--- config.mk ---
export PLATFORM = sky130hd
export DESIGN_NAME = xpmwrap_sdpram_stream_reader_flat
export DESIGN_NICKNAME = d
export VERILOG_FILES = /design/src/rtl/xpmwrap_pkg.sv /design/src/rtl/xpmwrap_sdpram_stream_reader_if.sv /design/src/rtl/xpmwrap_sync_fifo.sv /design/src/rtl/xpmwrap_sdpram_stream_reader.sv /design/src/flat_wrapper.sv
export SDC_FILE = /design/constraint.sdc
export NUM_CORES = 1
export LEC_CHECK = 0
export ABC_AREA = 1
export CAP_MARGIN = 10
export CORE_ASPECT_RATIO = 1.2
export CORE_UTILIZATION = 43
export CTS_CLUSTER_SIZE = 12
export DETAILED_ROUTE_END_ITERATION = 16
export PLACE_DENSITY = 0.76
export SLEW_MARGIN = 0
export SYNTH_ARGS = -nofsm -noshare
export SYNTH_HDL_FRONTEND = slang
export SYNTH_HIERARCHICAL = 1
export SYNTH_SLANG_ARGS = --single-unit
export TNS_END_PERCENT = 1
--- constraint.sdc ---
create_clock -name clkb -period 1.55 [get_ports clkb]
set_input_delay 0.31 -clock clkb [delete_from_list [all_inputs] [get_ports clkb]]
set_output_delay 0.31 -clock clkb [all_outputs]
set_load 0.05 [all_outputs]
--- src/rtl/xpmwrap_pkg.sv ---
// Shared types and defaults for the xpmwrap SDPRAM helper blocks.
package xpmwrap_pkg;

  typedef enum logic [1:0] {
    IDLE,
    ISSUE,
    DRAIN,
    DONE
  } rd_state_t;

  localparam int XPM_RD_LATENCY = 2;

endpackage

--- src/rtl/xpmwrap_sdpram_stream_reader_if.sv ---
// Command and output-stream bundle of the SDPRAM stream reader.
// master: the reader (accepts commands, produces the stream).
// slave: the command source / stream consumer.
interface xpmwrap_sdpram_stream_reader_if #(
  parameter int ADDR_WIDTH_B      = 6,
  parameter int READ_DATA_WIDTH_B = 32
);
  logic [ADDR_WIDTH_B-1:0]      cmd_addr;
  logic [ADDR_WIDTH_B:0]        cmd_len;
  logic                         cmd_valid;
  logic                         cmd_ready;
  logic [READ_DATA_WIDTH_B-1:0] m_tdata;
  logic                         m_tvalid;
  logic                         m_tlast;
  logic                         m_tready;

  modport master (
    input  cmd_addr, cmd_len, cmd_valid, m_tready,
    output cmd_ready, m_tdata, m_tvalid, m_tlast
  );

  modport slave (
    output cmd_addr, cmd_len, cmd_valid, m_tready,
    input  cmd_ready, m_tdata, m_tvalid, m_tlast
  );
endinterface

--- src/rtl/xpmwrap_sync_fifo.sv ---
// Small synchronous FIFO; head entry and occupancy come straight from registers.
module xpmwrap_sync_fifo #(
  parameter int WIDTH = 33,
  parameter int DEPTH = 4,
  parameter int CNT_W = $clog2(DEPTH + 1)
) (
  input  logic             clk,
  input  logic             rst,
  input  logic             wr_en,
  input  logic [WIDTH-1:0] wr_data,
  input  logic             rd_en,
  output logic [WIDTH-1:0] rd_data,
  output logic             valid,
  output logic [CNT_W-1:0] count
);
  localparam int PTR_W = (DEPTH > 1) ? $clog2(DEPTH) : 1;
  localparam logic [PTR_W-1:0] LAST_PTR = PTR_W'(DEPTH - 1);

  logic [WIDTH-1:0] mem [DEPTH];
  logic [PTR_W-1:0] wr_ptr;
  logic [PTR_W-1:0] rd_ptr;
  logic             do_rd;

  function automatic logic [PTR_W-1:0] ptr_inc(input logic [PTR_W-1:0] p);
    return (p == LAST_PTR) ? '0 : p + 1'b1;
  endfunction

  assign valid   = (count != '0);
  assign do_rd   = rd_en && valid;
  assign rd_data = mem[rd_ptr];

  // Storage, pointers and occupancy; writers guarantee no write when full.
  always_ff @(posedge clk) begin
    if (rst) begin
      mem    <= '{default: '0};
      wr_ptr <= '0;
      rd_ptr <= '0;
      count  <= '0;
    end else begin
      if (wr_en) begin
        mem[wr_ptr] <= wr_data;
        wr_ptr      <= ptr_inc(wr_ptr);
      end
      if (do_rd) begin
        rd_ptr <= ptr_inc(rd_ptr);
      end
      case ({wr_en, do_rd})
        2'b10:   count <= count + 1'b1;
        2'b01:   count <= count - 1'b1;
        default: ;
      endcase
    end
  end
endmodule

--- src/rtl/xpmwrap_sdpram_stream_reader.sv ---
// Read-side controller for the byte-write SDPRAM: turns (addr, len) commands
// into port-B reads and streams the words out with tlast, credit-limited so
// the output FIFO absorbs the RAM read latency without overflowing.
module xpmwrap_sdpram_stream_reader
  import xpmwrap_pkg::*;
#(
  parameter int ADDR_WIDTH_B      = 6,
  parameter int READ_DATA_WIDTH_B = 32,
  parameter int READ_LATENCY_B    = XPM_RD_LATENCY,
  parameter int FIFO_DEPTH        = 4
) (
  input  logic                         clkb,
  input  logic                         rstb,
  xpmwrap_sdpram_stream_reader_if.master sif,
  output logic                         enb,
  output logic [ADDR_WIDTH_B-1:0]      addrb,
  output logic                         regceb,
  output logic                         ram_rstb,
  input  logic [READ_DATA_WIDTH_B-1:0] doutb,
  output logic                         busy,
  output logic                         done
);
  localparam int LAT   = READ_LATENCY_B;
  localparam int CNT_W = $clog2(FIFO_DEPTH + 1);
  localparam logic [CNT_W:0] DEPTH_C = (CNT_W + 1)'(FIFO_DEPTH);

  rd_state_t               state_q;
  rd_state_t               state_d;
  logic [ADDR_WIDTH_B-1:0] addr_q;
  logic [ADDR_WIDTH_B:0]   left_q;
  logic [LAT-1:0]          pipe_q;
  logic [LAT-1:0]          last_q;
  logic [CNT_W-1:0]        inflight;
  logic [CNT_W-1:0]        fifo_count;
  logic                    fifo_valid;
  logic [READ_DATA_WIDTH_B:0] fifo_rd;
  logic                    credit_ok;
  logic                    issue;
  logic                    issue_last;
  logic                    accept;
  logic                    last_beat;

  assign regceb   = 1'b1;
  assign ram_rstb = rstb;
  assign addrb    = addr_q;
  assign enb      = issue;

  assign inflight   = CNT_W'($countones(pipe_q));
  // Registered counts only: a pop in this cycle does not free a credit yet.
  assign credit_ok  = ({1'b0, inflight} + {1'b0, fifo_count}) < DEPTH_C;
  assign issue_last = issue && (left_q == (ADDR_WIDTH_B + 1)'(1));
  assign last_beat  = fifo_valid && sif.m_tready && sif.m_tlast;

  assign sif.cmd_ready = (state_q == IDLE);
  assign busy          = (state_q == ISSUE) || (state_q == DRAIN);
  assign done          = (state_q == DONE);

  // Next-state and issue decision.
  always_comb begin
    state_d = state_q;
    issue   = 1'b0;
    accept  = 1'b0;
    case (state_q)
      IDLE: begin
        accept = sif.cmd_valid;
        if (sif.cmd_valid) begin
          state_d = (sif.cmd_len == '0) ? DONE : ISSUE;
        end
      end
      ISSUE: begin
        issue = credit_ok;
        if (issue && (left_q == (ADDR_WIDTH_B + 1)'(1))) begin
          state_d = DRAIN;
        end
      end
      DRAIN: begin
        if (last_beat) begin
          state_d = DONE;
        end
      end
      DONE:    state_d = IDLE;
      default: state_d = IDLE;
    endcase
  end

  // State, address/length counters and the in-flight flag/tag pipes.
  always_ff @(posedge clkb) begin
    if (rstb) begin
      state_q <= IDLE;
      addr_q  <= '0;
      left_q  <= '0;
      pipe_q  <= '0;
      last_q  <= '0;
    end else begin
      state_q <= state_d;
      if (accept) begin
        addr_q <= sif.cmd_addr;
        left_q <= sif.cmd_len;
      end else if (issue) begin
        addr_q <= addr_q + 1'b1;
        left_q <= left_q - 1'b1;
      end
      pipe_q <= (pipe_q << 1) | LAT'(issue);
      last_q <= (last_q << 1) | LAT'(issue_last);
    end
  end

  xpmwrap_sync_fifo #(
    .WIDTH (READ_DATA_WIDTH_B + 1),
    .DEPTH (FIFO_DEPTH),
    .CNT_W (CNT_W)
  ) u_fifo (
    .clk     (clkb),
    .rst     (rstb),
    .wr_en   (pipe_q[LAT-1]),
    .wr_data ({last_q[LAT-1], doutb}),
    .rd_en   (sif.m_tready),
    .rd_data (fifo_rd),
    .valid   (fifo_valid),
    .count   (fifo_count)
  );

  assign sif.m_tvalid = fifo_valid;
  assign sif.m_tlast  = fifo_rd[READ_DATA_WIDTH_B];
  assign sif.m_tdata  = fifo_rd[READ_DATA_WIDTH_B-1:0];
endmodule

--- src/flat_wrapper.sv ---
// flat-port wrapper written by rule: the top's interface ports become plain ports
module xpmwrap_sdpram_stream_reader_flat import xpmwrap_pkg::*;
#(
  parameter int ADDR_WIDTH_B      = 6,
  parameter int READ_DATA_WIDTH_B = 32,
  parameter int READ_LATENCY_B    = XPM_RD_LATENCY,
  parameter int FIFO_DEPTH        = 4
)
  (clkb, rstb, enb, addrb, regceb, ram_rstb, doutb, busy, done, sif_cmd_addr, sif_cmd_len, sif_cmd_valid, sif_m_tready, sif_cmd_ready, sif_m_tdata, sif_m_tvalid, sif_m_tlast);
  xpmwrap_sdpram_stream_reader_if #(.ADDR_WIDTH_B(ADDR_WIDTH_B), .READ_DATA_WIDTH_B(READ_DATA_WIDTH_B)) sif_i ();
  input  logic clkb;
  input  logic rstb;
  output logic enb;
  output logic [ADDR_WIDTH_B-1:0] addrb;
  output logic regceb;
  output logic ram_rstb;
  input  logic [READ_DATA_WIDTH_B-1:0] doutb;
  output logic busy;
  output logic done;
  input wire logic [$bits(sif_i.cmd_addr)-1:0] sif_cmd_addr;
  input wire logic [$bits(sif_i.cmd_len)-1:0] sif_cmd_len;
  input wire logic [$bits(sif_i.cmd_valid)-1:0] sif_cmd_valid;
  input wire logic [$bits(sif_i.m_tready)-1:0] sif_m_tready;
  output wire logic [$bits(sif_i.cmd_ready)-1:0] sif_cmd_ready;
  output wire logic [$bits(sif_i.m_tdata)-1:0] sif_m_tdata;
  output wire logic [$bits(sif_i.m_tvalid)-1:0] sif_m_tvalid;
  output wire logic [$bits(sif_i.m_tlast)-1:0] sif_m_tlast;
  assign sif_i.cmd_addr = sif_cmd_addr;
  assign sif_i.cmd_len = sif_cmd_len;
  assign sif_i.cmd_valid = sif_cmd_valid;
  assign sif_i.m_tready = sif_m_tready;
  assign sif_cmd_ready = sif_i.cmd_ready;
  assign sif_m_tdata = sif_i.m_tdata;
  assign sif_m_tvalid = sif_i.m_tvalid;
  assign sif_m_tlast = sif_i.m_tlast;
  xpmwrap_sdpram_stream_reader #(.ADDR_WIDTH_B(ADDR_WIDTH_B), .READ_DATA_WIDTH_B(READ_DATA_WIDTH_B), .READ_LATENCY_B(READ_LATENCY_B), .FIFO_DEPTH(FIFO_DEPTH)) u_core (.clkb(clkb), .rstb(rstb), .sif(sif_i), .enb(enb), .addrb(addrb), .regceb(regceb), .ram_rstb(ram_rstb), .doutb(doutb), .busy(busy), .done(done));
endmodule
# After elaboration in Yosys (flattened, before gate mapping)
# Cells that the tools add are included.
# totals
output_inout_bits	46
ff_bits	158
in_bits	49
elab_cells	71
# classes
bitwise	4
n_reduce_logical	12
addsub	8
magnitude_cmp	4
n_eq_ne	11
n_mux	20
# ops
operator	count
$bwmux 132	1
$mux 33	3
$bmux 33 s2	1
$demux 33 s2	1
$mux 7	2
$mux 2	6
$mux 6	2
$eq 2x2->1 const B	5
$pmux 2 s4	1
$eq 7x1->1 const B	1
$logic_not 7->1	1
$sub 7x1->7 const B	1
$add 6x1->6 const B	1
$ge 3x3->1 const B	2
$not 2->3	2
$pmux 3 s2	1
$logic_and 1x1->1	5
$add 2x1->2 const B	2
$add 3x3->4	1
$eq 2x1->1 const B	2
$lt 4x3->1 const B	1
$ne 2x2->1 const B	2
$or 2x1->2	2
$reduce_bool 2->1	2
10 further kinds	11

# Depth between registers and ports, before layout
# Gate-level depths: netlist of the first run.
# depth
depth_word	7
depth_mapped	13
ltp_nobuf	13

# Hierarchy
# Netlist of the first run, hierarchy kept.
# modules_own_cells
mod	cells_each	seq_area_each_um2	area_each_um2	instances
xpmwrap_sync_fifo	816	2782.7	5818.1	1
xpmwrap_sdpram_stream_reader	180	380.4	1238.7	1

# Worst setup path after synthesis of the first run
# OpenSTA, ideal clock, no wires.
# synth_timing
path_kind	flip-flop to flip-flop
startpoint	register u_core.u_fifo.rd_ptr[0]
endpoint	register u_core.state_q[0]
setup_ps	115
t_arrival_ps	2169
slack_ps	-734
stages_incl_launch_ff	9
period_less_slack_ps	2284
n_path_buf	1
required_ps	1435
path_cell_list	dfxtp_1 clkbuf_1 o21ai_0 o22ai_1 nand3_1 a22oi_1 nand3_1 nand2_1 nor2_1
# synth_between
elab_chain_cells	7
# synth_lines
item	line	rtl
from (decl)	xpmwrap_sync_fifo.sv:21	logic [PTR_W-1:0] rd_ptr;
from (signal assigned)	xpmwrap_sync_fifo.sv:45	rd_ptr <= ptr_inc(rd_ptr);
$not 2->3 (implied by the code)	xpmwrap_sync_fifo.sv:30	assign rd_data = mem[rd_ptr];
$bmux 33 s2	xpmwrap_sync_fifo.sv:30	
$mux 33 (implied by the code) (2 in a row)	xpmwrap_sync_fifo.sv:30	
via sif_m_tlast	flat_wrapper.sv:27	output wire logic [$bits(sif_i.m_tlast)-1:0] sif_m_tlast;
$logic_and 1x1->1	xpmwrap_sdpram_stream_reader.sv:52	assign last_beat = fifo_valid && sif.m_tready && sif.m_tlast;
$ne 2x1->1 (no line)	--	
$reduce_and 3->1 (no line)	--	
to (signal assigned)	xpmwrap_sdpram_stream_reader.sv:95	state_q <= state_d;
to (decl)	xpmwrap_sdpram_stream_reader.sv:27	rd_state_t state_q;
# The timed path passes the listed nets, and every way through them passes these cells. The select of a mux whose other input is x is not followed.
# A chain may end at the register's enable or synchronous reset.

# Worst setup path in the final report of the first run
# layout_timing
startpoint	register u_core.u_fifo.rd_ptr[0]
endpoint	output sif_m_tdata[13]
# layout_between
elab_chain_cells	4
# layout_lines
item	line	rtl
$not 2->3 (implied by the code)	xpmwrap_sync_fifo.sv:30	
$bmux 33 s2	xpmwrap_sync_fifo.sv:30	
$mux 33 (implied by the code) (2 in a row)	xpmwrap_sync_fifo.sv:30	
to (decl)	flat_wrapper.sv:25	output wire logic [$bits(sif_i.m_tdata)-1:0] sif_m_tdata;
# No other way between the ends. The select of a mux whose other input is x is not followed.

==> results.tsv, run 1 <==
stage	metric	value	unit
logic_synthesis	syn nets	1060	
floorplan	Initial Utilization	44.6	%
setup_path	critical path's largest stage delay	0.39	ns
status	failing checks	setup timing	
placed_design	HPWL after detailed placement	11700	um
logic_synthesis	EDFF count, synth	0	
logic_synthesis	Avg Cell Area, Syn	7.09	um2
placed_design	PortBufs	93	
setup_path	reg-to-reg critical path startpoint	u_core/pipe_q[0]	
placed_design	Inst Count DP	1279	
setup_path	Required @ worst endpoint	1.24	ns
clock_tree	CTS max path bufs	2	
global_route	Global Route Usage Sum	22.9	%
logic_synthesis	Mapped Cells	996	
logic_synthesis	sequential share of the synthesized area	44.8	%
sta	max-slew violation count	0	
routing	drt first pass iters	5	
global_route	first-pass GRT wire length	31100	um
setup_path	Critical-path top delay cell	dfxtp_4	
setup_path	crit path DAT	1.57	ns
flow_run	max-cap viol count	0	
sta	final hold violations	0	
sta	Sum Neg Setup Slack	-9.97	ns
logic_synthesis	post-synthesis cell area	7060	um2
sta	Final period util	121	%
hold_path	Hold Path Class	register to register	
floorplan	die area	16900	um2
setup_path	Worst Path Max Fanout	16	
sta	slew margin rel.	51.2	%
routing	Routed WL	18900	um
layout	Antenna diodes	0	
routing	via count	6818	
global_route	vias in the first global route	6485	
routing	drt wl/cell	14.4	um
setup_path	cells along the critical path	buf_12, buf_12, o21ai_1, o22ai_2, buf_6	
logic_synthesis	area leader, netlist	dfxtp_1	
power	PwrDens	2040	nW/um2
floorplan	Die Width	119	um
clock_tree	CTS clock-pin slew for the worst setup and hold paths	0.06	ns
setup_path	Worst Path Class, Setup	register to primary output	
sta	fmax	0.532	GHz
setup_path	cell mode on critical path	buf_12	
layout	Post-Route Utilization	60.4	%
layout	layout cells sized above 1	17.9	%
layout	Post-Layout Cell Count	1313	
setup_path	element type at the critical path start	register	
placed_design	RePlAce Congestion	0.852	
layout	Fillers	1393	
global_route	initial antenna violation count	0	
logic_synthesis	async set-or-reset flop fraction in the synthesized netlist	0	%
setup_path	CP endpoint kind	primary output	
sta	Tmin final	1.88	ns
logic_synthesis	count leader, synth	nor2_1	
routing	antenna viol nets, final	0	
floorplan	std cell rows	50	
layout	P&R area growth vs syn	35.4	%
logic_synthesis	#FFs+latches synth	158	
power	Leak	3.81	nW
sta	final worst setup slack	-0.330	ns
sta	Slew @ Worst Pin	0.731	ns
logic_synthesis	top cells by count, synth	372 x nor2_1, 208 x o21ai_0, 158 x dfxtp_1	
clock_tree	clock insertion delay at the later pin of the skew report	0.42	ns
sta	# setup viols final	40	
routing	vias per std cell	5.19	
floorplan	I/O pin cnt	95	
hold_path	min-delay src	u_core/last_q[0]	
power	maximum VDD drop	1.52	mV
logic_synthesis	Synth top area share	44.8	%
clock_tree	CTS buffer count	17	
logic_synthesis	synth top area cells	dfxtp_1 45%, nor2_1 20%, o21ai_0 15%	
layout	final net count	1157	
logic_synthesis	Unique masters post-synth	34	
clock_tree	CTS H-tree lvls	4	
logic_synthesis	Ys Warns	6	
status	status	complete, but fails checks	
floorplan	CORE AREA	15800	um2
global_route	largest net degree at the start of global routing	60	
clock_tree	CTS tree	done	
clock_tree	cts hold-fix bufs	0	
floorplan	die height	142	um
global_route	total global routing overflow	0	
sta	Setup Skew	0.00991	ns
setup_path	CP startpoint	u_core/u_fifo/rd_ptr[0]	
routing	DRC violations left	0	
logic_synthesis	most common flop cell mapped by yosys	dfxtp_1	
routing	initial drt markers	452	
clock_tree	clock sinks	158	
sta	RSZ-0062 raised after global routing	yes	
clock_tree	CTS root buffer	clkbuf_16	
-- critical path, delay by kind of cell, from the launching register on --
kind / cells / cell delay, ns
AO/OA/AOI/OAI: 2 / 0.27
buffers and inverters: 3 / 0.48
flip-flops: 1 / 0.39
-- worst paths after layout --
check / to / slack, ns / cells past startpoint
max reg2reg: u_core/left_q[1] / -0.05 / 9
max: sif_m_tdata[13] / -0.33 / 5
min reg2reg: u_core/last_q[1] / 0.41 / 2
min: u_core/last_q[1] / 0.41 / 2
-- registers in the layout (all words and copies together), names as in the netlist --
register              flops
u_core/u_fifo/mem       132
u_core/left_q             7
u_core/addrb              6
u_core/u_fifo/count       3
u_core/last_q             2
u_core/pipe_q             2
u_core/state_q            2
u_core/u_fifo/rd_ptr      2
u_core/u_fifo/wr_ptr      2
-- cell families after synthesis --
logic type,share of synthesized area (%)
simple gates,25.5
compound gates,19.4
flops,44.8
buf+inv,6.90
fa+ha+maj,2.77
xor+xnor,0.497
other cells,0.0531
-- routing by layer --
metal  track usage (%)  routed length, um  up-vias
met5                 0                  0        -
met4              11.3                539        0
li1                  -                  -     3449
met1              27.5               8170     3135
met2              39.6               9300      197
met3              3.77                922       37
-- placed cells by master (no fill, tap or decap), types with 3 or more instances in the layout --
cell type | Yosys | layout
buf_6 | 4 | 38
clkdlybuf4s50_1 | 0 | 48
clkbuf_16 | 0 | 17
nand3_1 | 14 | 13
o22ai_2 | 0 | 32
clkbuf_1 | 36 | 4
nor2_1 | 372 | 370
buf_4 | 15 | 31
nor3_1 | 3 | 3
a21oi_1 | 14 | 13
inv_2 | 6 | 12
dfxtp_1 | 158 | 151
nand4_1 | 4 | 4
clkbuf_8 | 0 | 4
bufinv_16 | 0 | 4
nand2_1 | 47 | 46
o21ai_0 | 208 | 168
nor2_4 | 2 | 3
dfxtp_2 | 0 | 5
inv_1 | 34 | 26
buf_12 | 0 | 24
o21ai_1 | 4 | 42
ha_1 | 14 | 11
-- metrics by stage --
stage               setup WS, ns  hold WS [ns]  area [um2]  total power (W)
floorplan                 -0.242         0.382        7280           0.0110
global placement          -0.354         0.398        8630           0.0141
detailed placement        -0.367         0.401        8630           0.0142
global route              -0.410         0.434        9560           0.0205
CTS                       -0.354         0.415        9480           0.0193
finish                    -0.330         0.411        9560           0.0195
-- final cells by class --
type / instances / area, um2 / share of cell area, %
Tap cell: 208 / 260 / 2.72
Inverter: 40 / 158 / 1.65
Timing Repair Buffer: 142 / 1640 / 17.1
Clock buffer: 25 / 495 / 5.19
Multi-Input combinational cell: 734 / 3700 / 38.7
Clock inverter: 6 / 130 / 1.36
Sequential cell: 158 / 3180 / 33.2
-- power by group --
part	total [W]	switching, W	internal [W]
sequential	0.00486	0.000390	0.00447
clock	0.00442	0.00156	0.00286
combinational	0.0102	0.00605	0.00418
total	0.0195	0.00800	0.0115
-- what timing repair did --
item / CTS / global route
setup endpoints to repair: 42 / 172
buffers inserted: 3 / 0
gates cloned: 0 / 0
pin swaps: 2 / 3
gates resized for setup: 79 / 37
Note: power is estimated with default switching activity, not from simulation.
==> run 2: changes to the inputs <==
--- a/config.mk
+++ b/config.mk
@@ -11,7 +11,7 @@
 export CORE_UTILIZATION = 43
 export CTS_CLUSTER_SIZE = 12
 export DETAILED_ROUTE_END_ITERATION = 16
-export PLACE_DENSITY = 0.76
+export PLACE_DENSITY = 0.67
 export SLEW_MARGIN = 0
 export SYNTH_ARGS = -nofsm -noshare
 export SYNTH_HDL_FRONTEND = slang
==> run 2 against run 1 <==
Critical endpoint is now sif_m_tdata[22]; die area unchanged; clock skew down 0.0034 ns; global-route usage up 0.34 points; the flow still finishes with violations (setup timing); cell count unchanged.
==> results.tsv, run 2 (synthesized netlist as in run 1, its figures left out) <==
stage	metric	value	unit	change
status	status	complete, but fails checks		
status	failing checks	setup timing		
setup_path	Critical-path top delay cell	dfxtp_4		
routing	met2 WL	9390	um	+0.99%
sta	RSZ-0062 raised after global routing	yes		
layout	Antenna diodes	0		unchanged
global_route	Global Route Usage Sum	23.2	%	+0.34 points
clock_tree	CTS max path bufs	2		unchanged
setup_path	critical path's largest stage delay	0.40	ns	about the same
power	Cell Int Power	0.0111	W	-3.3%
routing	via count	6645		-2.5%
routing	Top Layer Used	met4		
setup_path	element type at the critical path start	register		
sta	# setup viols final	39		-2.5%
routing	DRC violations left	0		unchanged
global_route	largest net degree at the start of global routing	42		-30%
routing	initial drt markers	383		-15%
sta	Slew @ Worst Pin	0.773	ns	+0.0414 ns
setup_path	cells along the critical path	inv_8, buf_12, nor2_1, o22ai_2, buf_6		
layout	layout cells sized above 1	19.8	%	+1.9 points
placed_design	HPWL after detailed placement	11600	um	-0.93%
global_route	total global routing overflow	0		unchanged
setup_path	Worst Path Max Fanout	16		unchanged
sta	max-slew violation count	0		unchanged
placed_design	post-placement cell area	8600	um2	-0.32%
routing	vias per std cell	5.06		-2.5%
sta	Tmin final	1.89	ns	+0.00701 ns
hold_path	Hold Path Class	register to register		
clock_tree	CTS H-tree lvls	4		unchanged
floorplan	die height	142	um	unchanged
power	Seq pwr share	25.4	%	+0.5 points
layout	Top reg by flops	u_core/u_fifo/mem		
floorplan	Initial Utilization	44.6	%	unchanged
routing	drt wl/cell	14.6	um	+1.1%
sta	fmax	0.530	GHz	-0.37%
floorplan	I/O pin cnt	95		unchanged
sta	final hold violations	0		unchanged
global_route	vias in the first global route	6085		-6.2%
floorplan	die area	16900	um2	unchanged
clock_tree	clock insertion delay at the later pin of the skew report	0.43	ns	about the same
layout	commonest non-fill, non-tap cell in the layout	nor2_1		
layout	Post-Route Utilization	60.7	%	+0.32 points
power	switching share of total power	42.3	%	+1.3 points
routing	met3 WL	805	um	-13%
setup_path	CP Buf/Inv Count	3		unchanged
layout	max reg flops	132		unchanged
sta	final worst setup slack	-0.337	ns	-0.00701 ns
clock_tree	clock sinks	158		unchanged
floorplan	CORE AREA	15800	um2	unchanged
floorplan	Die Width	119	um	unchanged
sta	Final period util	122	%	+0.45 points
clock_tree	CTS root buffer	clkbuf_16		
layout	final net count	1158		+0.086%
layout	P&R area growth vs syn	36.1	%	
power	clock network fraction of design power	21.0	%	-1.6 points
power	Leak	3.85	nW	+0.86%
setup_path	Top delay family on crit path	buffers and inverters		
sta	Hold Worst Slack	0.411	ns	-0.000375 ns
power	maximum VDD drop	1.51	mV	-0.65%
power	Pwr Total	0.0193	W	-1.1%
power	PwrDens	2010	nW/um2	-1.6%
setup_path	CP endpoint kind	primary output		
setup_path	R2R Setup Slk	-0.01	ns	+0.04 ns
routing	antenna viol nets, final	0		unchanged
power	Gate power share	53.6	%	+1.1 points
layout	Final Cell Area	9610	um2	+0.52%
routing	Routed WL	19100	um	+1.1%
placed_design	PortBufs	93		unchanged
layout	most frequent cells in the layout	364 x nor2_1, 160 x o21ai_0, 151 x dfxtp_1, 47 x clkdlybuf4s50_1, 46 x nand2_1		
clock_tree	cts hold-fix bufs	0		unchanged
clock_tree	CTS buffer count	17		unchanged
flow_run	max-cap viol count	0		unchanged
setup_path	Worst Path Class, Setup	register to primary output		
clock_tree	CTS tree	done		
setup_path	Required @ worst endpoint	1.24	ns	about the same
sta	Setup Skew	0.00655	ns	-0.00336 ns
clock_tree	CTS clock-pin slew for the worst setup and hold paths	0.06	ns	about the same
placed_design	RePlAce Congestion	0.799		-6.3%
floorplan	std cell rows	50		unchanged
routing	drt first pass iters	4		-1
sta	slew margin rel.	48.4	%	-2.8 points
setup_path	crit path DAT	1.58	ns	about the same
power	sw power	0.00817	W	+2.1%
routing	met1 wire length	8650	um	+5.8%
sta	Sum Neg Setup Slack	-10.09	ns	-0.121 ns
global_route	initial antenna violation count	0		unchanged
global_route	first-pass GRT wire length	30800	um	-0.75%
[run 2: changes by cell type in the layout (fill, tap and decap cells not counted), moves of 2 or more]
cell        before  now
buf_4           31   27
o21ai_2          2   19
buf_16           0    3
o21ai_1         42   33
nor2_1         370  364
clkinvlp_4       0    2
clkbuf_8         4    6
buf_12          24   21
buf_6           38   44
bufinv_16        4    1
o21ai_0        168  160
clkbuf_1         4    2
nor2_2           2    8
[run 2: tightest hold or removal path: cells and delay by family (launching register included)]
family,cells,cell delay (ns)
AND/OR/NAND/NOR,1,0.03
buffers and inverters,1,0.04
flip-flops,1,0.29
[run 2: metal layers]
layer  track usage, %  vias to the layer above
li1                 -                     3463
met1             29.2                     3016
met2             39.9                      145
met3             4.05                       21
met4             8.06                        0
met5                0                        -
[run 2: final timing paths]
path | startpoint | end | cells after the start
max | u_core/u_fifo/rd_ptr[0] | sif_m_tdata[22] | 5
min | u_core/last_q[0] | u_core/last_q[1] | 2
min reg2reg | u_core/last_q[0] | u_core/last_q[1] | 2
max reg2reg | u_core/u_fifo/count[0] | u_core/left_q[1] | 9
[run 2: repair_timing]
item	CTS	global route
resized for setup	128	24
pin swaps	11	4
gates cloned	3	0
buffers inserted	2	1
endpoints found under the setup margin	42	126
[run 2: layout make-up]
cell class	count	area, um2
clock buffers	25	515
clock inverters	5	55.1
fillers	1457	6220
inverters	40	160
multi-input cells	734	3750
flip-flops and latches	158	3180
well taps	208	260
repair buffers	143	1680
[run 2: stage by stage]
| stage | setup WS (ns) | std cells |
|---|---|---|
| global placement | -0.349 | 1277 |
| detailed placement | -0.396 | 1277 |
| global route | -0.412 | 1313 |
| finish | -0.337 | 1313 |
| CTS | -0.367 | 1312 |
| floorplan | -0.242 | 996 |
[run 2: power by group through the flow]
stage               clock, W  sequential [W]  combinational, W
CTS                  0.00410         0.00488            0.0102
global placement           0         0.00489           0.00904
finish               0.00405         0.00490            0.0103
global route         0.00429         0.00496            0.0110
detailed placement         0         0.00490           0.00909
floorplan                  0         0.00502           0.00593
==> run 3: changes to the inputs <==
--- a/config.mk
+++ b/config.mk
@@ -8,10 +8,10 @@
 export ABC_AREA = 1
 export CAP_MARGIN = 10
 export CORE_ASPECT_RATIO = 1.2
-export CORE_UTILIZATION = 43
+export CORE_UTILIZATION = 50
 export CTS_CLUSTER_SIZE = 12
 export DETAILED_ROUTE_END_ITERATION = 16
-export PLACE_DENSITY = 0.67
+export PLACE_DENSITY = 0.85
 export SLEW_MARGIN = 0
 export SYNTH_ARGS = -nofsm -noshare
 export SYNTH_HDL_FRONTEND = slang
==> run 3 against run 2 <==
The run still ends with setup timing left; clock skew rose by 0.0026 ns; flip-flop and latch count did not move; die area fell by 14%; clock power rose by 11%; critical path depth rose by 1; via count rose by 13%; sequential power barely moved; power rose by 6.1%; core utilization rose by 11 points; worst hold slack improved by 0.0089 ns; wire length rose by 19%; global-route usage rose by 4.4 points; largest cell class unchanged.
==> results.tsv, run 3 (synthesized netlist as in run 1, its figures left out) <==
stage	metric	value	unit	change
setup_path	Worst Path Max Fanout	7		-9
layout	commonest non-fill, non-tap cell in the layout	nor2_1		
layout	layout cells sized above 1	21.2	%	+1.4 points
power	Seq pwr share	23.8	%	-1.6 points
setup_path	Worst Path Class, Setup	register to primary output		
layout	max reg flops	132		unchanged
placed_design	RePlAce Congestion	0.848		+6.1%
placed_design	Inst Count DP	1236		-3.2%
setup_path	crit path DAT	1.69	ns	+0.11 ns
routing	vias per std cell	5.84		+15%
routing	drt wl/cell	17.7	um	+21%
power	maximum VDD drop	1.50	mV	-1.0%
sta	RSZ-0062 raised after global routing	yes		
status	status	complete, but fails checks		
global_route	vias in the first global route	6944		+14%
setup_path	Required @ worst endpoint	1.24	ns	about the same
layout	Antenna diodes	0		unchanged
global_route	Global Route Usage Sum	27.6	%	+4.4 points
layout	most frequent cells in the layout	357 x nor2_1, 160 x o21ai_0, 151 x dfxtp_1, 48 x clkdlybuf4s50_1, 45 x nand2_1		
status	failing checks	setup timing		
placed_design	HPWL after detailed placement	11500	um	-1.3%
power	Gate power share	54.4	%	+0.8 points
hold_path	hold path depth	2		unchanged
setup_path	R2R Setup Slk	-0.13	ns	-0.12 ns
power	switching share of total power	41.9	%	-0.39 points
hold_path	Hold Path Class	register to register		
layout	Top reg by flops	u_core/u_fifo/mem		
sta	Slew @ Worst Pin	0.746	ns	-0.0269 ns
layout	P&R area growth vs syn	39.5	%	
flow_run	max-cap viol count	0		unchanged
layout	final net count	1164		+0.52%
hold_path	WHS Endpoint	u_core/last_q[1]		
floorplan	CORE AREA	13800	um2	-13%
routing	initial drt markers	688		+80%
sta	Final period util	129	%	+7.2 points
clock_tree	CTS root buffer	clkbuf_16		
clock_tree	CTS tree	done		
sta	slew margin rel.	50.2	%	+1.8 points
global_route	total global routing overflow	0		unchanged
floorplan	die area	14600	um2	-14%
global_route	largest net degree at the start of global routing	62		+48%
power	clock network fraction of design power	21.9	%	+0.9 points
clock_tree	clock sinks	158		unchanged
sta	Hold Worst Slack	0.420	ns	+0.00892 ns
power	Cell Int Power	0.0119	W	+6.9%
clock_tree	clock insertion delay at the later pin of the skew report	0.42	ns	about the same
clock_tree	cts hold-fix bufs	0		unchanged
routing	DRC violations left	0		unchanged
sta	Setup Skew	0.00914	ns	+0.00260 ns
setup_path	CP endpoint kind	primary output		
power	sw power	0.00859	W	+5.2%
layout	Post-Layout Cell Count	1282		-2.4%
routing	Routed WL	22700	um	+19%
sta	Tmin final	2.00	ns	+0.112 ns
placed_design	PortBufs	93		unchanged
hold_path	min-delay src	u_core/last_q[0]		
routing	via count	7491		+13%
global_route	initial antenna violation count	0		unchanged
floorplan	I/O pin cnt	95		unchanged
clock_tree	CTS H-tree lvls	4		unchanged
floorplan	std cell rows	47		-6.0%
sta	# setup viols final	70		+79%
setup_path	R2R depth	6		-3
clock_tree	CTS max path bufs	2		unchanged
routing	drt first pass iters	9		+5
setup_path	reg-to-reg critical path startpoint	u_core/u_fifo/wr_ptr[0]		
power	PwrDens	2080	nW/um2	+3.5%
clock_tree	CTS buffer count	17		unchanged
setup_path	r2r endpoint	u_core/u_fifo/mem[118]		
sta	max-slew violation count	0		unchanged
floorplan	die height	132	um	-7.2%
floorplan	Initial Utilization	51.3	%	+6.7 points
setup_path	element type at the critical path start	register		
routing	antenna viol nets, final	0		unchanged
clock_tree	CTS clock-pin slew for the worst setup and hold paths	0.06	ns	about the same
sta	fmax	0.500	GHz	-5.6%
floorplan	Die Width	110	um	-7.1%
global_route	first-pass GRT wire length	32800	um	+6.3%
power	Leak	3.95	nW	+2.8%
sta	final worst setup slack	-0.449	ns	-0.112 ns
sta	final hold violations	0		unchanged
layout	Fillers	967		-34%
[run 3: power groups by stage]
stage | clock, W | sequential [W] | combinational [W]
floorplan | 0 | 0.00502 | 0.00593
global placement | 0 | 0.00487 | 0.00897
detailed placement | 0 | 0.00489 | 0.00906
CTS | 0.00448 | 0.00486 | 0.0102
global route | 0.00469 | 0.00492 | 0.0116
finish | 0.00448 | 0.00487 | 0.0111
[run 3: area by class of cell]
| class | count | area [um2] | share of cell area (%) |
|---|---|---|---|
| Multi-Input combinational cell | 734 | 3810 | 38.7 |
| Sequential cell | 158 | 3180 | 32.3 |
| Timing Repair Buffer | 148 | 1850 | 18.8 |
| Clock buffer | 19 | 433 | 4.40 |
| Tap cell | 171 | 214 | 2.17 |
| Clock inverter | 11 | 193 | 1.96 |
| Inverter | 40 | 163 | 1.65 |
| Timing Repair inverter | 1 | 8.76 | 0.0889 |
[run 3: per-stage QoR]
| stage | util, % | total power, W | setup TNS, ns | setup WS (ns) | cell area [um2] |
|---|---|---|---|---|---|
| detailed placement | 62.2 | 0.0139 | -1.28 | -0.417 | 8560 |
| global route | 71.6 | 0.0213 | -19.66 | -0.452 | 9850 |
| finish | 71.6 | 0.0205 | -14.11 | -0.449 | 9850 |
| floorplan | - | 0.0110 | -2.68 | -0.242 | 7280 |
| global placement | 62.2 | 0.0138 | -0.659 | -0.354 | 8560 |
| CTS | 69.4 | 0.0196 | -10.78 | -0.363 | 9550 |
[run 3: critical path, stage by stage (launching register included)]
cell,delay (ns)
dfxtp_4,0.37
buf_6,0.13
clkinv_8,0.09
buf_12,0.13
nor2_2,0.05
o22ai_2,0.28
buf_6,0.21
[run 3: how the worst max path moves through the flow]
stage,startpoint,cells past startpoint,to,slack (ns)
2_1_floorplan,u_core/u_fifo/rd_ptr[0],4,sif_m_tdata[1],-0.24
4_1_cts,u_core/u_fifo/rd_ptr[0],5,sif_m_tdata[19],-0.36
6_report,u_core/u_fifo/rd_ptr[0],6,sif_m_tdata[21],-0.45
5_1_grt,u_core/u_fifo/rd_ptr[0],5,sif_m_tdata[0],-0.45
3_3_place_gp,sif_m_tready,12,u_core/u_fifo/count[2],-0.35
3_5_place_dp,sif_m_tready,12,u_core/u_fifo/count[2],-0.42
[run 3: per-layer routing]
layer	GRT usage (%)	wire, um	up-vias
li1	-	-	3468
met1	32.0	8540	3403
met2	48.2	11000	486
met3	5.75	2040	134
met4	13.8	1090	0
met5	0	0	-
[run 3: what timing repair did]
item | in CTS | in global routing
setup buffers | 3 | 3
cloned | 4 | 7
setup endpoints to repair | 42 | 128
resized for setup | 105 | 55
pin swaps | 11 | 12
